File: config.mk
export PLATFORM = sky130hd
export DESIGN_NAME = mem_ctrl
export DESIGN_NICKNAME = d
export VERILOG_FILES = /design/src/rtl/memc_pkg.sv /design/src/rtl/mem_ctrl.sv
export SDC_FILE = /design/constraint.sdc
export NUM_CORES = 1
export LEC_CHECK = 0
export CORE_AREA = 2 2 133 135
export CTS_BUF_LIST = sky130_fd_sc_hd__clkbuf_8
export DETAILED_ROUTE_END_ITERATION = 12
export DIE_AREA = 0 0 135 137
export GPL_TIMING_DRIVEN = 0
export HOLD_SLACK_MARGIN = 0.15
export PLACE_DENSITY = 0.88
export SYNTH_ARGS = -nofsm -noshare
export SYNTH_HDL_FRONTEND = slang
export SYNTH_SLANG_ARGS = --single-unit
export TNS_END_PERCENT = 30
File: constraint.sdc
create_clock -name clk -period 3.3 [get_ports clk]
set_input_delay 0.66 -clock clk [delete_from_list [all_inputs] [get_ports clk]]
set_output_delay 0.66 -clock clk [all_outputs]
set_load 0.01 [all_outputs]
File: src/rtl/memc_pkg.sv
// Shared definitions for mem_ctrl: FSM state codes, ls_size encodings,
// the byte-length helper and the IO address region tag.
package memc_pkg;

   localparam int unsigned BYTE_W = 8;

   typedef logic [1:0] state_t;

   localparam state_t ST_IDLE     = 2'd0;
   localparam state_t ST_IC_READ  = 2'd1;
   localparam state_t ST_LS_READ  = 2'd2;
   localparam state_t ST_LS_WRITE = 2'd3;

   localparam logic [1:0] SZ_BYTE = 2'd0;
   localparam logic [1:0] SZ_HALF = 2'd1;
   localparam logic [1:0] SZ_WORD = 2'd2;

   // addr[17:16] value that marks the UART/IO window
   localparam logic [1:0] IO_REGION = 2'b11;

   function automatic logic [2:0] size_to_len(input logic [1:0] size);
      case (size)
         SZ_BYTE: return 3'd1;
         SZ_HALF: return 3'd2;
         SZ_WORD: return 3'd4;
         default: return 3'd4;
      endcase
   endfunction

endpackage

File: src/rtl/mem_ctrl.sv
// Byte-wide RAM port arbiter/serialiser for ICache fetches and LSB accesses.
// Optional MEMC_IO_GUARD_EN stalls IO-region store bytes while io_buffer_full.
module mem_ctrl
   import memc_pkg::*;
(
   input  logic        clk,
   input  logic        rst,
   input  logic        rdy,
   input  logic        rollback,
   input  logic        io_buffer_full,
   input  logic        ic_enable,
   input  logic [31:0] ic_addr,
   output logic        ic_valid,
   output logic [31:0] ic_data,
   input  logic        ls_enable,
   input  logic        ls_wr,
   input  logic [1:0]  ls_size,
   input  logic [31:0] ls_addr,
   input  logic [31:0] ls_wdata,
   output logic        ls_valid,
   output logic [31:0] ls_rdata,
   input  logic [7:0]  mem_din,
   output logic [7:0]  mem_dout,
   output logic [31:0] mem_a,
   output logic        mem_wr
);

   state_t      state_q, state_d;
   logic [1:0]  cnt_q, cnt_d;
   logic        rx_q, rx_d;
   logic [2:0]  len_q, len_d;
   logic [31:0] buf_q, buf_d;
   logic [31:0] wdata_q, wdata_d;
   logic [31:0] mem_a_q, mem_a_d;
   logic [7:0]  mem_dout_q, mem_dout_d;
   logic        mem_wr_q, mem_wr_d;
   logic        ic_valid_q, ic_valid_d;
   logic        ls_valid_q, ls_valid_d;
   logic [31:0] ic_data_q, ic_data_d;
   logic [31:0] ls_rdata_q, ls_rdata_d;
   logic [1:0]  nxt_cnt_c;
   logic        io_stall_c;

   assign nxt_cnt_c = cnt_q + 2'd1;

`ifdef MEMC_IO_GUARD_EN
   // Address of the store byte that would be driven next cycle
   logic [31:0] wr_addr_c;
   always_comb begin
      wr_addr_c = mem_a_q;
      if (state_q == ST_IDLE)
         wr_addr_c = ls_addr;
      else if (mem_wr_q)
         wr_addr_c = mem_a_q + 32'd1;
   end
   assign io_stall_c = io_buffer_full && (wr_addr_c[17:16] == IO_REGION);
`else
   // io_buffer_full has no effect in this build
   assign io_stall_c = io_buffer_full & 1'b0;
`endif

   always_comb begin
      state_d    = state_q;
      cnt_d      = cnt_q;
      rx_d       = rx_q;
      len_d      = len_q;
      buf_d      = buf_q;
      wdata_d    = wdata_q;
      mem_a_d    = mem_a_q;
      mem_dout_d = mem_dout_q;
      mem_wr_d   = mem_wr_q;
      ic_valid_d = 1'b0;
      ls_valid_d = 1'b0;
      ic_data_d  = ic_data_q;
      ls_rdata_d = ls_rdata_q;

      case (state_q)
         ST_IDLE: begin
            // Valid cycle is the dead cycle; rollback blocks acceptance
            if (!ic_valid_q && !ls_valid_q && !rollback) begin
               if (ls_enable) begin
                  len_d   = size_to_len(ls_size);
                  mem_a_d = ls_addr;
                  cnt_d   = 2'd0;
                  rx_d    = 1'b0;
                  buf_d   = 32'd0;
                  wdata_d = ls_wdata;
                  if (ls_wr) begin
                     state_d    = ST_LS_WRITE;
                     mem_dout_d = ls_wdata[7:0];
                     mem_wr_d   = !io_stall_c;
                  end else begin
                     state_d = ST_LS_READ;
                  end
               end else if (ic_enable) begin
                  state_d = ST_IC_READ;
                  len_d   = 3'd4;
                  mem_a_d = ic_addr;
                  cnt_d   = 2'd0;
                  rx_d    = 1'b0;
                  buf_d   = 32'd0;
               end
            end
         end
         ST_IC_READ, ST_LS_READ: begin
            if (rollback) begin
               state_d  = ST_IDLE;
               mem_wr_d = 1'b0;
            end else if (!rx_q) begin
               rx_d = 1'b1;
               if (len_q > 3'd1)
                  mem_a_d = mem_a_q + 32'd1;
            end else begin
               // mem_din carries byte cnt_q, addressed one cycle earlier
               buf_d[{cnt_q, 3'b000} +: BYTE_W] = mem_din;
               if (3'(cnt_q) + 3'd1 == len_q) begin
                  state_d = ST_IDLE;
                  if (state_q == ST_IC_READ) begin
                     ic_valid_d = 1'b1;
                     ic_data_d  = buf_d;
                  end else begin
                     ls_valid_d = 1'b1;
                     ls_rdata_d = buf_d;
                  end
               end else begin
                  cnt_d = nxt_cnt_c;
                  if (3'(cnt_q) + 3'd2 < len_q)
                     mem_a_d = mem_a_q + 32'd1;
               end
            end
         end
         ST_LS_WRITE: begin
            // Stores are committed: rollback is not looked at here
            if (mem_wr_q) begin
               if (3'(cnt_q) + 3'd1 == len_q) begin
                  state_d    = ST_IDLE;
                  mem_wr_d   = 1'b0;
                  ls_valid_d = 1'b1;
               end else begin
                  cnt_d      = nxt_cnt_c;
                  mem_a_d    = mem_a_q + 32'd1;
                  mem_dout_d = wdata_q[{nxt_cnt_c, 3'b000} +: BYTE_W];
                  mem_wr_d   = !io_stall_c;
               end
            end else begin
               mem_wr_d = !io_stall_c;
            end
         end
         default: state_d = ST_IDLE;
      endcase
   end

   always_ff @(posedge clk) begin
      if (rst) begin
         state_q    <= ST_IDLE;
         cnt_q      <= 2'd0;
         rx_q       <= 1'b0;
         len_q      <= 3'd0;
         buf_q      <= 32'd0;
         wdata_q    <= 32'd0;
         mem_a_q    <= 32'd0;
         mem_dout_q <= 8'd0;
         mem_wr_q   <= 1'b0;
         ic_valid_q <= 1'b0;
         ls_valid_q <= 1'b0;
         ic_data_q  <= 32'd0;
         ls_rdata_q <= 32'd0;
      end else if (rdy) begin
         state_q    <= state_d;
         cnt_q      <= cnt_d;
         rx_q       <= rx_d;
         len_q      <= len_d;
         buf_q      <= buf_d;
         wdata_q    <= wdata_d;
         mem_a_q    <= mem_a_d;
         mem_dout_q <= mem_dout_d;
         mem_wr_q   <= mem_wr_d;
         ic_valid_q <= ic_valid_d;
         ls_valid_q <= ls_valid_d;
         ic_data_q  <= ic_data_d;
         ls_rdata_q <= ls_rdata_d;
      end
   end

   assign ic_valid = ic_valid_q;
   assign ic_data  = ic_data_q;
   assign ls_valid = ls_valid_q;
   assign ls_rdata = ls_rdata_q;
   assign mem_a    = mem_a_q;
   assign mem_dout = mem_dout_q;
   assign mem_wr   = mem_wr_q;

endmodule

==> run_results.csv <==
group,metric,value,unit
floorplan,core_area,0.0171,mm^2
timing,fin_crit,3.20,ns
synth,synth_area,0.00853,mm^2
place,port_buffers,219,
worst_setup_path,path_class,"flop to flop",
timing,finalCritPeriodShare,0.970,
synth,synth_top_cells_by_area,"dfxtp_1, nor2_1, a211oi_1",
timing,max_slew_margin,0.355,
synth,syn_inst,1053,
cts,numCtsBuffers,17,
cts,cts_tree,"built",
timing,tns,0,ns
global_routing,grt_overflow,0,
floorplan,die_h,137,um
worst_setup_path,critPathMaxFanout,10,
floorplan,die_area,0.0185,mm^2
place,place.gp.congestion,0.956,
cts,htreeDepth,4,
synth,ys_types,54,
routing,drt_iter0_drc,997,
status,status,"finished clean",
global_routing,grt_pass1_vias,8600,
routing,ant_nets,0,
timing,worst_pin_slew,0.960,ns
global_routing,antenna_found_initial,0,
floorplan,start_util,0.500,
synth,synth_top_area_frac,0.420,
routing,first_pass_iters,5,
layout,regArea,0.00358,mm^2
synth,syn_area_per_cell,8.10,um^2
routing,vias,9034,
pwr,ir_drop,0.326,mV
place,dp.cells,1497,
synth,ys_warn_count,0,
worst_setup_path,required,3.69,ns
cts,cts_hold_buf,0,
floorplan,die_w,135,um
layout,final.fill_count,1399,
timing,fin_skew,0.0165,ns
timing,fmax,0.312,GHz
synth,synthFlopType,"dfxtp_1",
worst_setup_path,end_kind,"flop",
synth,yosysTopAreaCell,"dfxtp_1",
routing,wl_per_cell,18.7,um
worst_setup_path,arrival,3.59,ns
global_routing,grtUsageMet2,0.516,
global_routing,grt_max_degree,18,
global_routing,gr-usage-met1,0.392,
synth,yosysMostFrequentCell,"dfxtp_1",
global_routing,met3_usage,0.0593,
place,dpl-instance-area,0.0110,mm^2
synth,yosysSeqAreaShare,0.420,
global_routing,track_usage,0.307,
cts,cts_root_buffer,"clkbuf_8",
global_routing,grt_pass1_wl,44500,um
layout,final_cells,1529,
cts,cts_resized,0,
cts,cts_sinks,179,
layout,layout.nets,1418,
floorplan,row_count,48,
synth,ys_ff_latch,179,
routing,wl,28600,um
layout,fin_area,0.0114,mm^2
place,dp_hpwl,21000,um
synth,syn_nets,1180,
cts,postCtsSetupRepairBufs,0,
pwr,p_total,4.80,mW
cts,clockBufferDepth,2,
routing,routed_via_density,5.91,
cts,clock_latency,0.47,ns
global_routing,busiest_layer,"met2",
pwr,p_leak,4.10,nW
timing,holdWs,0.460,ns
timing,finalSetupViolations,0,
min_path,hp-class,"flop to flop",
routing,drcViolationCount,0,
layout,drive_gt1_frac,0.0575,
pwr,p_per_area,421,mW/mm^2
synth,ys_top_cells_by_count,"dfxtp_1, nor2_1, nand2_1",
floorplan,io_pins,221,
layout,multi_input_area,0.00448,mm^2
worst_setup_path,crit_path_start_kind,"flop",
synth,synth_edf_count,0,
layout,n_antenna_cell,0,
timing,slew_viol_final,0,
cts,clkSlewWorstSetupHoldPaths,0.10,ns
layout,syn2layout_area_growth,33.9,%
synth,async_reset_ff_frac,0,
run,maxCapViolCount,0,
timing,hold_viol,0,
-- where the power goes --
group          switching [mW]  internal [mW]  total (mW)
Clock                   0.879          0.697        1.58
Sequential             0.0822           2.23        2.31
Combinational           0.527          0.390       0.917
Total                    1.49           3.31        4.80
-- routing by layer --
| layer | share of wire | vias up | wire, um |
|---|---|---|---|
| met3 | 0.084 | 78 | 2390 |
| met2 | 0.48 | 482 | 13700 |
| li1 | - | 4194 | - |
| met4 | 0.031 | 0 | 896 |
| met5 | 0 | - | 0 |
| met1 | 0.40 | 4280 | 11500 |
-- critical path, stage by stage (launching register included) --
cell and delay, ns:
dfxtp_1 0.47, inv_1 0.21, ha_1 0.42, xor2_1 0.20, nor3_2 0.35, o21a_1 0.25, or3_1 0.12, buf_2 0.26
clkbuf_1 0.49, o21ai_0 0.20, a21oi_1 0.17
-- through the flow --
| step | worst slack [ns] | util |
|---|---|---|
| global placement | -0.0126 | 0.645 |
| floorplan | 0.910 | - |
| detailed placement | -0.0604 | 0.645 |
| finish | 0.0987 | 0.669 |
| global route | -0.0000138 | 0.669 |
| CTS | 0.116 | 0.669 |
-- final timing paths --
| path | slack [ns] | end | start | cells after the start |
|---|---|---|---|---|
| setup reg to reg | 0.1 | mem_a[20] | cnt_q[0] | 10 |
| hold / removal | 0.46 | wdata_q[30] | wdata_q[30] | 2 |
| hold reg to reg | 0.46 | wdata_q[30] | wdata_q[30] | 2 |
| setup / recovery | 0.1 | mem_a[20] | cnt_q[0] | 10 |
-- flip-flops by register name, summed over array words and instances (netlist names) --
name / flops
wdata_q: 32
mem_dout: 8
mem_wr: 1
len_q: 3
mem_a: 32
ic_valid: 1
buf_q: 32
state_q: 2
cnt_q: 2
ls_rdata: 32
rx_q: 1
ic_data: 32
ls_valid: 1
-- area by class of cell --
| class | instances | share of cell area |
|---|---|---|
| Inverter | 45 | 0.0148 |
| Clock inverter | 15 | 0.0149 |
| Sequential cell | 179 | 0.314 |
| Buffer | 76 | 0.0270 |
| Tap cell | 225 | 0.0247 |
| Timing Repair Buffer | 219 | 0.192 |
| Multi-Input combinational cell | 753 | 0.392 |
| Clock buffer | 17 | 0.0205 |
-- placed cells by master (no fill, tap or decap), drive strengths merged, types with 21 or more instances in the layout --
master | netlist | routed
clkbuf | 53 | 70
nor3 | 26 | 26
inv | 44 | 53
a22oi | 35 | 35
nor2 | 155 | 155
o21ai | 44 | 44
mux2i | 34 | 34
buf | 23 | 23
nor2b | 36 | 36
a21oi | 98 | 98
clkdlybuf4s50 | 0 | 219
dfxtp | 179 | 179
a211oi | 76 | 76
nand3 | 21 | 21
nand2 | 112 | 112
-- kinds of logic (layout without fill, tap and decap cells) --
kind of cell / Yosys count / after routing / synth area share
flip-flops: 179 / 179 / 0.420
adder cells (fa/ha/maj): 13 / 13 / 0.0191
AND/OR/NAND/NOR: 392 / 392 / 0.211
AO/OA/AOI/OAI: 296 / 296 / 0.221
multiplexers: 50 / 50 / 0.0716
XOR/XNOR: 2 / 2 / 0.00205
buffers and inverters: 121 / 372 / 0.0559
Note: power is estimated with default switching activity, not from simulation.
